### src/rtl/riscv_pkg.sv
// Shared definitions for the ID/EX stage: datapath width, ALU op codes,
// stage FSM encoding and the operand-forwarding priority function.
package riscv_pkg;

    localparam int XLEN = 32;

    localparam logic [3:0] ALU_ADD  = 4'h0;
    localparam logic [3:0] ALU_SUB  = 4'h1;
    localparam logic [3:0] ALU_SLL  = 4'h2;
    localparam logic [3:0] ALU_SLT  = 4'h3;
    localparam logic [3:0] ALU_SLTU = 4'h4;
    localparam logic [3:0] ALU_XOR  = 4'h5;
    localparam logic [3:0] ALU_SRL  = 4'h6;
    localparam logic [3:0] ALU_SRA  = 4'h7;
    localparam logic [3:0] ALU_OR   = 4'h8;
    localparam logic [3:0] ALU_AND  = 4'h9;
    localparam logic [3:0] ALU_LUI  = 4'hA;

    typedef enum logic {
        RUN    = 1'b0,
        BUBBLE = 1'b1
    } stage_state_e;

    typedef enum logic [1:0] {
        FWD_ZERO = 2'd0,
        FWD_MEM  = 2'd1,
        FWD_WB   = 2'd2,
        FWD_RF   = 2'd3
    } fwd_sel_e;

    // x0 is hardwired; the MEM-stage producer is younger than WB so it wins.
    function automatic fwd_sel_e fwd_select(
        input logic [4:0] rs,
        input logic [4:0] mem_rd,
        input logic       mem_wen,
        input logic [4:0] wb_rd,
        input logic       wb_wen
    );
        if (rs == 5'd0)
            return FWD_ZERO;
        else if (mem_wen && (mem_rd == rs))
            return FWD_MEM;
        else if (wb_wen && (wb_rd == rs))
            return FWD_WB;
        else
            return FWD_RF;
    endfunction

endpackage

### src/rtl/fwd_mux.sv
// Operand selector for one source register: zero, MEM bypass, WB bypass
// or register-file data.
module fwd_mux
    import riscv_pkg::*;
#(
    parameter int WIDTH = XLEN
) (
    input  logic [4:0]       rs,
    input  logic [WIDTH-1:0] rf_data,
    input  logic [4:0]       mem_rd,
    input  logic [WIDTH-1:0] mem_data,
    input  logic             mem_wen,
    input  logic [4:0]       wb_rd,
    input  logic [WIDTH-1:0] wb_data,
    input  logic             wb_wen,
    output logic [WIDTH-1:0] operand
);

    fwd_sel_e sel;

    assign sel = fwd_select(rs, mem_rd, mem_wen, wb_rd, wb_wen);

    always_comb begin
        operand = rf_data;
        case (sel)
            FWD_ZERO: operand = '0;
            FWD_MEM:  operand = mem_data;
            FWD_WB:   operand = wb_data;
            default:  operand = rf_data;
        endcase
    end

endmodule

### src/rtl/id_ex_stage.sv
// ID/EX pipeline register: one-entry skid with operand forwarding, load-use
// bubble insertion, flush, and WB snooping of a stalled instruction's operands.
module id_ex_stage
    import riscv_pkg::*;
#(
    parameter int WIDTH = XLEN
) (
    input  logic             clk,
    input  logic             rst_n,
    input  logic             in_valid,
    output logic             in_ready,
    input  logic [4:0]       rs1,
    input  logic [4:0]       rs2,
    input  logic [4:0]       rd_in,
    input  logic [WIDTH-1:0] dataA,
    input  logic [WIDTH-1:0] dataB,
    input  logic [WIDTH-1:0] imm_in,
    input  logic [3:0]       alu_op_in,
    input  logic             reg_wen_in,
    input  logic             mem_read_in,
    input  logic [4:0]       mem_rd,
    input  logic [WIDTH-1:0] mem_data,
    input  logic             mem_wen,
    input  logic [4:0]       wb_rd,
    input  logic [WIDTH-1:0] wb_data,
    input  logic             wb_wen,
    input  logic             flush,
    output logic             out_valid,
    input  logic             out_ready,
    output logic [WIDTH-1:0] opA,
    output logic [WIDTH-1:0] opB,
    output logic [WIDTH-1:0] imm_out,
    output logic [4:0]       rd_out,
    output logic [3:0]       alu_op_out,
    output logic             reg_wen_out,
    output logic             mem_read_out
);

    stage_state_e state_reg, state_next;
    logic [4:0]   rs1_held_reg, rs2_held_reg;
    logic         hazard, accept, hold;
    logic         snoop_a, snoop_b;

    logic [1:0][4:0]       src_idx;
    logic [1:0][WIDTH-1:0] src_rf;
    logic [1:0][WIDTH-1:0] src_fwd;

    assign src_idx[0] = rs1;
    assign src_idx[1] = rs2;
    assign src_rf[0]  = dataA;
    assign src_rf[1]  = dataB;

    genvar gi;
    generate
        for (gi = 0; gi < 2; gi++) begin : g_fwd
            fwd_mux #(.WIDTH(WIDTH)) u_fwd_mux (
                .rs       (src_idx[gi]),
                .rf_data  (src_rf[gi]),
                .mem_rd   (mem_rd),
                .mem_data (mem_data),
                .mem_wen  (mem_wen),
                .wb_rd    (wb_rd),
                .wb_data  (wb_data),
                .wb_wen   (wb_wen),
                .operand  (src_fwd[gi])
            );
        end
    endgenerate

    // A load sitting in the output register whose result the incoming instruction needs.
    assign hazard = out_valid && mem_read_out && (rd_out != 5'd0)
                    && ((rd_out == rs1) || (rd_out == rs2)) && in_valid;

    assign in_ready = (!out_valid || out_ready) && (state_reg == RUN) && !hazard && !flush;
    assign accept   = in_valid && in_ready;
    assign hold     = out_valid && !out_ready && !flush;

    assign snoop_a = wb_wen && (rs1_held_reg != 5'd0) && (wb_rd == rs1_held_reg);
    assign snoop_b = wb_wen && (rs2_held_reg != 5'd0) && (wb_rd == rs2_held_reg);

    always_comb begin
        state_next = state_reg;
        case (state_reg)
            RUN:     if (hazard && out_ready) state_next = BUBBLE;
            BUBBLE:  state_next = RUN;
            default: state_next = RUN;
        endcase
        if (flush) state_next = RUN;
    end

    always_ff @(posedge clk or negedge rst_n) begin
        if (!rst_n) state_reg <= RUN;
        else        state_reg <= state_next;
    end

    // Anything that is neither a new transfer nor a stall leaves a zeroed bubble.
    always_ff @(posedge clk or negedge rst_n) begin
        if (!rst_n) begin
            out_valid    <= 1'b0;
            opA          <= '0;
            opB          <= '0;
            imm_out      <= '0;
            rd_out       <= '0;
            alu_op_out   <= '0;
            reg_wen_out  <= 1'b0;
            mem_read_out <= 1'b0;
            rs1_held_reg <= '0;
            rs2_held_reg <= '0;
        end else if (accept) begin
            out_valid    <= 1'b1;
            opA          <= src_fwd[0];
            opB          <= src_fwd[1];
            imm_out      <= imm_in;
            rd_out       <= rd_in;
            alu_op_out   <= alu_op_in;
            reg_wen_out  <= reg_wen_in;
            mem_read_out <= mem_read_in;
            rs1_held_reg <= rs1;
            rs2_held_reg <= rs2;
        end else if (hold) begin
            if (snoop_a) opA <= wb_data;
            if (snoop_b) opB <= wb_data;
        end else begin
            out_valid    <= 1'b0;
            opA          <= '0;
            opB          <= '0;
            imm_out      <= '0;
            rd_out       <= '0;
            alu_op_out   <= '0;
            reg_wen_out  <= 1'b0;
            mem_read_out <= 1'b0;
            rs1_held_reg <= '0;
            rs2_held_reg <= '0;
        end
    end

endmodule

### config.mk
export PLATFORM = sky130hd
export DESIGN_NAME = id_ex_stage
export DESIGN_NICKNAME = d
export VERILOG_FILES = /design/src/rtl/riscv_pkg.sv /design/src/rtl/fwd_mux.sv /design/src/rtl/id_ex_stage.sv
export SDC_FILE = /design/constraint.sdc
export NUM_CORES = 1
export LEC_CHECK = 0
export CAP_MARGIN = 5
export CORE_MARGIN = 5
export CORE_UTILIZATION = 43
export CTS_CLUSTER_DIAMETER = 40
export CTS_CLUSTER_SIZE = 10
export DETAILED_ROUTE_END_ITERATION = 16
export HOLD_SLACK_MARGIN = 0.1
export PLACE_DENSITY_LB_ADDON = 0.1
export SYNTH_ARGS = -nofsm -noshare
export SYNTH_HDL_FRONTEND = slang
export SYNTH_SLANG_ARGS = --single-unit
export TNS_END_PERCENT = 1
### constraint.sdc
create_clock -name clk -period 1.8 [get_ports clk]
set_input_delay 0.27 -clock clk [delete_from_list [all_inputs] [get_ports clk]]
set_output_delay 0.27 -clock clk [all_outputs]
set_load 0.01 [all_outputs]
==> impl_metrics.yaml <==
placement:
  port_buffers: 306
  dp_hpwl_um: 20100
  placed_area_mm2: 0.0108
  place.gp.congestion: 0.911
detailed_routing:
  drt_iter0_drc: 511
  drc: 0
  drt-total-wl_um: 28500
  num_vias: 7978
  firstDrtPassIters: 8
  viasPerCell: 5.65
  ant_nets: 0
  routedWlPerCell_um: 20.2
global_routing:
  busiest_layer: "met2"
  overflow: 0
  grt_max_degree: 52
  grtUsageMet3_pct: 8.64
  met1_usage_pct: 35.5
  grt_usage_pct: 29.6
  grt_pass1_wl_um: 43500
  antenna_found_initial: 3
  grtUsageMet2_pct: 49.0
  grt_pass1_vias: 8252
logic_synthesis:
  synth_area_leaders: "dfrtp_1 (42%), nand2_1 (7.1%), o211ai_1 (6.7%), a22o_1 (6.5%), nand3_1 (4.8%)"
  synth.largest_area_cell: "dfrtp_1"
  syn_nets: 1052
  synthCells: 854
  synth-seq-cells: 119
  synth-edff-count: 0
  ys_top_cells_by_count: "nand2_1 (133), dfrtp_1 (119), nor2_1 (72)"
  synth_warnings: 0
  synth-main-ff-cell: "dfrtp_1"
  synth_top_cell_area_share_pct: 42.3
  yosysUniqueCellTypes: 40
  synth.most_common_cell: "nand2_1"
  synth_area_mm2: 0.00704
  synth_area_per_cell_um2: 8.24
  synth-seq-area-share_pct: 42.3
  async_reset_ff_share_pct: 100
layout:
  reg_top3: "imm_out (32), opA (32), opB (32)"
  finalInstanceArea_mm2: 0.0116
  nNetsFinal: 1379
  syn2layout_area_growth_pct: 64.3
  postLayoutCoreUtil_pct: 72.3
  multi_input_area_mm2: 0.00369
  regArea_mm2: 0.00298
  drive_above_1_share_pct: 11.8
  fillCellCount: 1314
sta:
  rsz0062_at_grt: "true"
  maxSlewViolCount: 0
  fmax_mhz: 514
  hold_ws_ps: 308
  tightest_slew_ps: 399
  setup_slack_ps: -147
  fin_crit_sh_pct: 108
  setup_viol: 47
  skew_ps: 7.58
  slew_headroom_pct: 73.3
  finalHoldViolCount: 0
  layout_min_cycle_time_ps: 1950
pwr:
  pwr-share-clk_pct: 42.4
  power_density_mw_per_mm2: 729
  power_leakage_nw: 4.67
  intPower_mw: 6.09
  sequentialPowerShare_pct: 34.8
  peakVddDrop_uv: 628
  p_switching_mw: 2.35
  swShare_pct: 27.9
  p_comb_share_pct: 22.8
critical_path:
  end_kind: "output pin"
  reg2reg_depth: 8
  crit_slowest_cell: "dfrtp_1"
  reg2reg_to: "opB[4]"
  crit_required_ps: 1530
  crit_type: "reg -> out"
  r2r_start: "rd_out[4]"
  r2r_setup_slack_ps: -100
  cp_max_fo: 3
  cp_slowest_stage_delay_ps: 410
  cp_cell_sequence: "xnor2_1, nand3_1, o22ai_2, and2_1, nor2b_1, buf_2"
  worstPathArrival_ps: 1680
  start_kind: "register"
clocking:
  clockBufferDepth: 2
  cts_tree: "done"
  clock-root-buffer: "clkbuf_16"
  clk_pin_slew_worst_paths_ps: 60
  h-tree-depth: 4
  clk_latency_ps: 420
  cts.sinks: 119
  numCtsBuffers: 17
status:
  outcome: "complete, but fails checks"
  violations: "negative setup slack"
worst_hold_path:
  hold_path_class: "in -> async"
die:
  coreArea_mm2: 0.0160
  start_util_pct: 44.0
  die-area_mm2: 0.0190
  rows: 46
  ioPinCount: 307
  die_h_um: 138
  die_width_um: 138
run:
  cap_violations: 0
## cell type report
type | instances | share of cell area [%]
clock inverter | 15 | 1.65
tap | 216 | 2.34
antenna | 3 | 0.0649
sequential | 119 | 25.7
clock buffer | 17 | 3.68
timing repair buffer | 391 | 34.6
multi-input combinational | 652 | 31.9
## worst max-delay path: cells and delay by family, from the launching register on
family / cells / cell delay [ps]
DFF: 1 / 410
and+or+nand+nor: 3 / 350
xor gates and xnor gates: 1 / 230
buffers and inverters: 1 / 140
AOI/OAI and AO/OA: 1 / 130
## cell families (layout without fill, tap and decap cells)
group,Yosys count,in the layout,synth area share (%)
AND/OR/NAND/NOR,297,297,18.5
multiplexers,1,1,0.142
XOR/XNOR,38,38,4.73
flip-flops,119,119,42.3
other,0,3,0
buffers and inverters,83,423,6.01
AO/OA/AOI/OAI,316,316,28.3
## worst max path at each step
stage	startpoint	end	slack, ps	cells after the start
6_report	rd_out[4]	in_ready	-150	6
5_1_grt	rd_out[4]	in_ready	-230	6
4_1_cts	rd_out[2]	in_ready	-110	6
3_5_place_dp	rs2[4]	opB[18]	-530	9
3_3_place_gp	rs2[4]	opB[19]	-480	9
2_1_floorplan	rd_out[4]	imm_out[10]	160	7
## what timing repair did
action	4_1_cts	5_1_grt
pin swaps	11	28
resized for setup	20	18
hold endpoints to repair	21	0
setup endpoints to repair	69	118
setup buffers	2	1
hold buffers	1	0
## power groups by stage
stage               Clock (mW)  Sequential, mW  Combinational [mW]
finish                    3.58            2.93                1.93
global route              3.74            2.95                2.06
CTS                       3.62            2.93                1.91
detailed placement           0            2.97                1.90
global placement             0            2.97                1.88
floorplan                    0            3.03               0.623
## per-stage QoR
step / power [mW] / TNS (ps) / std cells / setup WS (ps)
floorplan: 3.66 / 0 / 854 / 162
global placement: 4.85 / -43560 / 1374 / -480
detailed placement: 4.87 / -47020 / 1374 / -528
CTS: 8.46 / -1060 / 1409 / -114
global route: 8.75 / -10430 / 1413 / -233
finish: 8.44 / -1840 / 1413 / -147
## placed cells by master (no fill, tap or decap), types with 3 or more instances in the layout
master | synthesis | layout
a21oi_1 | 66 | 66
a22o_1 | 52 | 52
and2_1 | 4 | 3
buf_12 | 0 | 22
buf_4 | 1 | 57
buf_6 | 6 | 6
bufinv_16 | 0 | 3
clkbuf_16 | 0 | 17
clkdlybuf4s50_1 | 0 | 291
clkinv_4 | 0 | 3
clkinvlp_4 | 0 | 3
dfrtp_1 | 119 | 119
diode_2 | 0 | 3
dlygate4sd2_1 | 0 | 6
dlymetal6s2s_1 | 0 | 7
inv_6 | 0 | 6
nand2_1 | 133 | 133
nand3_1 | 68 | 68
nor2_1 | 72 | 69
nor3_1 | 5 | 5
o211ai_1 | 63 | 63
o21ai_0 | 66 | 61
o21ai_1 | 60 | 63
xnor2_1 | 24 | 21
xnor2_2 | 0 | 3
xor2_1 | 14 | 14
## layer usage
metal	vias to the layer above	wire length, um
met3	80	3140
met4	0	1060
met2	496	13700
met1	3688	10600
met5	-	0
li1	3714	-
Power figures use the tool's default switching activity.
